`src/rtl/tmr_scrub_regfile.sv`:
```
// Triplicated register bank with majority-voted reads and a background scrubber
// that repairs disagreeing copies and reports each repair over a valid/ready channel.
module tmr_scrub_regfile #(
    parameter int WIDTH          = 8,
    parameter int AW             = 3,
    parameter int SCRUB_INTERVAL = 16,
    parameter int CNT_W          = 8
) (
    input  logic             clk,
    input  logic             rstn,
    input  logic             wr_en,
    input  logic [AW-1:0]    wr_addr,
    input  logic [WIDTH-1:0] wr_data,
    input  logic [AW-1:0]    rd_addr,
    output logic [WIDTH-1:0] rd_data,
    input  logic             inj_en,
    input  logic [AW-1:0]    inj_addr,
    input  logic [1:0]       inj_copy,
    input  logic [WIDTH-1:0] inj_mask,
    input  logic             scrub_en,
    output logic [AW-1:0]    scrub_ptr,
    output logic             err_valid,
    input  logic             err_ready,
    output logic [AW-1:0]    err_addr,
    output logic [1:0]       err_copy,
    output logic             err_uncorr,
    output logic [CNT_W-1:0] corr_cnt,
    output logic [CNT_W-1:0] uncorr_cnt
);

    localparam int               DEPTH      = 2**AW;
    localparam logic [15:0]      TIMER_LAST = 16'(SCRUB_INTERVAL - 1);
    localparam logic [CNT_W-1:0] CNT_MAX    = '1;

    typedef enum logic [1:0] {IDLE, WAIT, CHECK, REPORT} state_t;

    state_t           state_q, state_d;
    logic [15:0]      timer_q, timer_d;
    logic [AW-1:0]    ptr_q, ptr_d;
    logic [WIDTH-1:0] mem [3][DEPTH];

    logic [WIDTH-1:0] c0, c1, c2, vote;
    logic [WIDTH-1:0] r0, r1, r2;
    logic [2:0]       mism;
    logic             wr_hit, repair, event_uncorr;
    logic [1:0]       event_copy;

    assign r0      = mem[0][rd_addr];
    assign r1      = mem[1][rd_addr];
    assign r2      = mem[2][rd_addr];
    assign rd_data = (r0 & r1) | (r1 & r2) | (r0 & r2);

    assign c0   = mem[0][ptr_q];
    assign c1   = mem[1][ptr_q];
    assign c2   = mem[2][ptr_q];
    assign vote = (c0 & c1) | (c1 & c2) | (c0 & c2);
    assign mism = {c2 != vote, c1 != vote, c0 != vote};

    // A functional write to the word under check supersedes it, so the word counts as clean.
    assign wr_hit       = wr_en && (wr_addr == ptr_q);
    assign repair       = (state_q == CHECK) && !wr_hit && (mism != 3'b000);
    assign event_copy   = mism[0] ? 2'd0 : (mism[1] ? 2'd1 : 2'd2);
    assign event_uncorr = (mism[0] & mism[1]) | (mism[1] & mism[2]) | (mism[0] & mism[2]);

    assign scrub_ptr = ptr_q;
    assign err_valid = (state_q == REPORT);

    always_ff @(posedge clk) begin
        if (!rstn) begin
            state_q <= IDLE;
            timer_q <= '0;
            ptr_q   <= '0;
        end else begin
            state_q <= state_d;
            timer_q <= timer_d;
            ptr_q   <= ptr_d;
        end
    end

    always_comb begin
        state_d = state_q;
        timer_d = timer_q;
        ptr_d   = ptr_q;
        case (state_q)
            IDLE: begin
                if (scrub_en) begin
                    state_d = WAIT;
                    timer_d = '0;
                end
            end
            WAIT: begin
                if (!scrub_en) begin
                    state_d = IDLE;
                    timer_d = '0;
                end else if (timer_q == TIMER_LAST) begin
                    state_d = CHECK;
                    timer_d = '0;
                end else begin
                    timer_d = timer_q + 16'd1;
                end
            end
            CHECK: begin
                ptr_d   = ptr_q + AW'(1);
                timer_d = '0;
                if (repair)        state_d = REPORT;
                else if (scrub_en) state_d = WAIT;
                else               state_d = IDLE;
            end
            REPORT: begin
                if (err_ready) begin
                    timer_d = '0;
                    state_d = scrub_en ? WAIT : IDLE;
                end
            end
            default: state_d = IDLE;
        endcase
    end

    always_ff @(posedge clk) begin
        if (!rstn) begin
            err_addr   <= '0;
            err_copy   <= '0;
            err_uncorr <= 1'b0;
            corr_cnt   <= '0;
            uncorr_cnt <= '0;
        end else if (repair) begin
            err_addr   <= ptr_q;
            err_copy   <= event_copy;
            err_uncorr <= event_uncorr;
            if (event_uncorr) begin
                if (uncorr_cnt != CNT_MAX) uncorr_cnt <= uncorr_cnt + CNT_W'(1);
            end else begin
                if (corr_cnt != CNT_MAX) corr_cnt <= corr_cnt + CNT_W'(1);
            end
        end
    end

    // Same-address priority: functional write, then scrub repair, then fault injection.
    always_ff @(posedge clk) begin
        for (int k = 0; k < 3; k++) begin
            for (int a = 0; a < DEPTH; a++) begin
                if (!rstn)
                    mem[k][a] <= '0;
                else if (wr_en && wr_addr == AW'(a))
                    mem[k][a] <= wr_data;
                else if (repair && ptr_q == AW'(a))
                    mem[k][a] <= vote;
                else if (inj_en && inj_addr == AW'(a) && inj_copy == 2'(k))
                    mem[k][a] <= mem[k][a] ^ inj_mask;
            end
        end
    end

endmodule

```
`config.mk`:
```
export PLATFORM = sky130hd
export DESIGN_NAME = tmr_scrub_regfile
export DESIGN_NICKNAME = d
export VERILOG_FILES = /design/src/rtl/tmr_scrub_regfile.sv
export SDC_FILE = /design/constraint.sdc
export NUM_CORES = 1
export LEC_CHECK = 0
export ABC_AREA = 1
export CORE_MARGIN = 2
export CORE_UTILIZATION = 35
export DETAILED_ROUTE_END_ITERATION = 8
export GPL_TIMING_DRIVEN = 0
export HOLD_SLACK_MARGIN = 0.08
export SKIP_LAST_GASP = 1
export SYNTH_ARGS = -nofsm -noshare
export SYNTH_HDL_FRONTEND = slang
export SYNTH_SLANG_ARGS = --single-unit
```
`constraint.sdc`:
```
create_clock -name clk -period 2.99 [get_ports clk]
set_input_delay 0.7475 -clock clk [delete_from_list [all_inputs] [get_ports clk]]
set_output_delay 0.7475 -clock clk [all_outputs]
set_load 0.05 [all_outputs]
```
==> qor.csv <==
metric,value,unit
status,"complete, but fails checks",
violations,"capacitance limit, slew limit, setup timing",
nFillCells,5052,
place_hpwl,90300,µm
die_h,233,µm
clock_path_buffers,3,
p_sw,4990,µW
num_vias,21600,
syn_inst,2587,
drt-initial-drc-count,3350,
drc,0,
p_leak,0.0113,µW
yosysTopAreaCell,edfxtp_1,
area_growth,38.4,%
synthTopCellsByArea,"edfxtp_1, nand2_1, nand3_1, xor2_1, inv_1",
grt_pass1_wl,165000,µm
setup_viol,375,
netlist_area,18300,µm²
cp-end-kind,flop,
p_int,7170,µW
seq_area_frac_synth,36.2,%
dr.pass1.iters,7,
share_comb_of_total_power,36.7,%
rsz0062_at_grt,yes,
crit_required,3.46,ns
insertion_delay,0.63,ns
ys_async_sr_fraction,0,%
row_count,83,
cts-buffers-inserted,29,
synth_top_area_share,31.5,%
swShare,41.0,%
fin_crit_sh,112,%
root_buffer,clkbuf_16,
maxCapViolCount,6,
grt_usage,45.1,%
ys_ff_latch,235,
place.gp.congestion,1.06,
dieArea,54100,µm²
drt.antenna.violating_nets,0,
hold_buffers,0,
cts_tree,built,
fin_worst_skew,0.0375,ns
clockPowerShare,30.7,%
finalCriticalPeriod,3.34,ns
start_kind,flop,
die_width,233,µm
drive_above_1_share,26.2,%
timing.fmax,299,MHz
ys_types,43,
grt_pass1_vias,20100,
p_per_area,480,nW/µm²
antenna_found_initial,3,
clkTransAtPathRegs,0.07,ns
grt_max_degree,16,
placed_cell_area,19800,µm²
crit_type,flop to flop,
grt-ovfl-total,0,
whs,0.472,ns
core_area,51500,µm²
setup_ws,-0.350,ns
ios,67,
final_area,25300,µm²
worstMarginPinSlew,1.63,ns
worstPathArrival,3.81,ns
final_cell_mix,"nand2_1, nand3_1, inv_1, edfxtp_1, xor2_1",
slew_headroom,-8.87,%
hold_viol_final,0,
irDropWorstVdd,0.000438,V
path_max_fanout,8,
hold_path.class,flop to flop,
wl_per_cell,35.3,µm
yosys_warnings,0,
synth_edf_count,192,
cts.sinks,235,
slew_violations,52,
port_buffers,49,
htreeDepth,1,
power_frac_seq,32.6,%
wl,124000,µm
viasPerCell,6.15,
synth-main-ff-cell,edfxtp_1,
num-nets-final,2847,
start_util,35.5,%
final_common_cell,nand2_1,
synth_nets,2629,
synth.avg_cell_area,7.07,µm²
-- synth_stat cells (all sizes together) (6+ instances only) --
cell type	n
dfxtp	43
and2	7
clkbuf	89
nor2	145
nand2	721
maj3	6
edfxtp	192
a221oi	19
buf	60
nor3	23
nand4	138
inv	266
ha	9
xor2	183
a31oi	22
xnor2	21
o21ai	122
nand3	371
clkinv	9
o211ai	14
a21oi	110
-- per-layer routing --
layer / vias up / share of wire, % / track usage [%]
met3: 439 / 12 / 13.5
met2: 1592 / 40 / 64.4
met1: 10400 / 39 / 58.5
li1: 9169 / - / -
met4: 2 / 8.7 / 29.9
met5: - / 0.0089 / 0
-- registers in the layout, summed over array words and instances, names as in the netlist --
name / flops
err_uncorr: 1
corr_cnt: 8
uncorr_cnt: 8
timer_q: 16
state_q: 2
scrub_ptr: 3
err_copy: 2
err_addr: 3
mem: 192
-- power groups by stage --
stage	Sequential [µW]	Clock [µW]	Combinational, µW
4_1_cts	3950	3720	3930
3_3_place_gp	4010	0	3150
5_1_grt	3970	3830	4570
2_1_floorplan	3950	0	1680
3_5_place_dp	4020	0	3230
6_report	3960	3730	4460
-- what timing repair did --
action | 4_1_cts | 5_1_grt
endpoints found under the hold margin | 0 | 0
setup endpoints to repair | 416 | 416
setup buffers | 72 | 51
cloned | 14 | 3
pin swaps | 60 | 72
gates resized for setup | 664 | 273
-- stage by stage --
| step | util, % | setup slack (ns) | TNS (ns) | power, µW | cells |
|---|---|---|---|---|---|
| 4_1_cts | 46.3 | -0.217 | -51.76 | 11600 | 3461 |
| 5_1_grt | 49.1 | -0.364 | -94.60 | 12400 | 3507 |
| 3_5_place_dp | 38.5 | -2.40 | -643.90 | 7250 | 3322 |
| 2_1_floorplan | - | 0.0110 | 0 | 5640 | 2587 |
| 3_3_place_gp | 38.2 | -2.44 | -654.20 | 7170 | 3316 |
| 6_report | 49.2 | -0.350 | -65.97 | 12200 | 3509 |
-- path summary, 6_finish.rpt --
check | start | to | slack [ns] | depth (start not counted)
worst max register to register | mem[1][11] | mem[1][3] | -0.35 | 10
worst max-delay path | mem[1][11] | mem[1][3] | -0.35 | 10
worst min-delay path | err_copy[0] | err_copy[0] | 0.47 | 2
worst min register to register | err_copy[0] | err_copy[0] | 0.47 | 2
-- cell families after synthesis --
logic type                 Yosys count  share of synthesized area (%)
adders and majority gates           15                          0.944
AOI/OAI and AO/OA                  295                           9.16
and+or+nand+nor                   1414                           34.5
buffers and inverters              424                           9.39
DFF                                235                           36.2
xor gates and xnor gates           204                           9.76
-- cell type report --
| class | count | area (µm²) | area share [%] |
|---|---|---|---|
| clock buffer | 32 | 737 | 2.91 |
| antenna | 2 | 5.00 | 0.0198 |
| timing repair inverter | 1 | 8.76 | 0.0346 |
| multi-input combinational | 1929 | 12300 | 48.5 |
| clock inverter | 21 | 225 | 0.890 |
| sequential | 235 | 6640 | 26.2 |
| buffer | 148 | 1530 | 6.05 |
| timing repair buffer | 186 | 1900 | 7.49 |
| inverter | 275 | 1140 | 4.49 |
| tap | 680 | 851 | 3.36 |
-- worst max-delay path, cell delays in order, from the launching register on --
cell	delay, ns
edfxtp_1	0.54
inv_1	0.25
nand2_1	0.15
nand3_2	0.11
nand3_1	0.13
nand2_2	0.09
o21ai_0	0.19
nand2_1	0.16
inv_1	1.07
nand2_1	0.28
nand3_1	0.20
No activity file was read; power rests on OpenSTA's default activity.
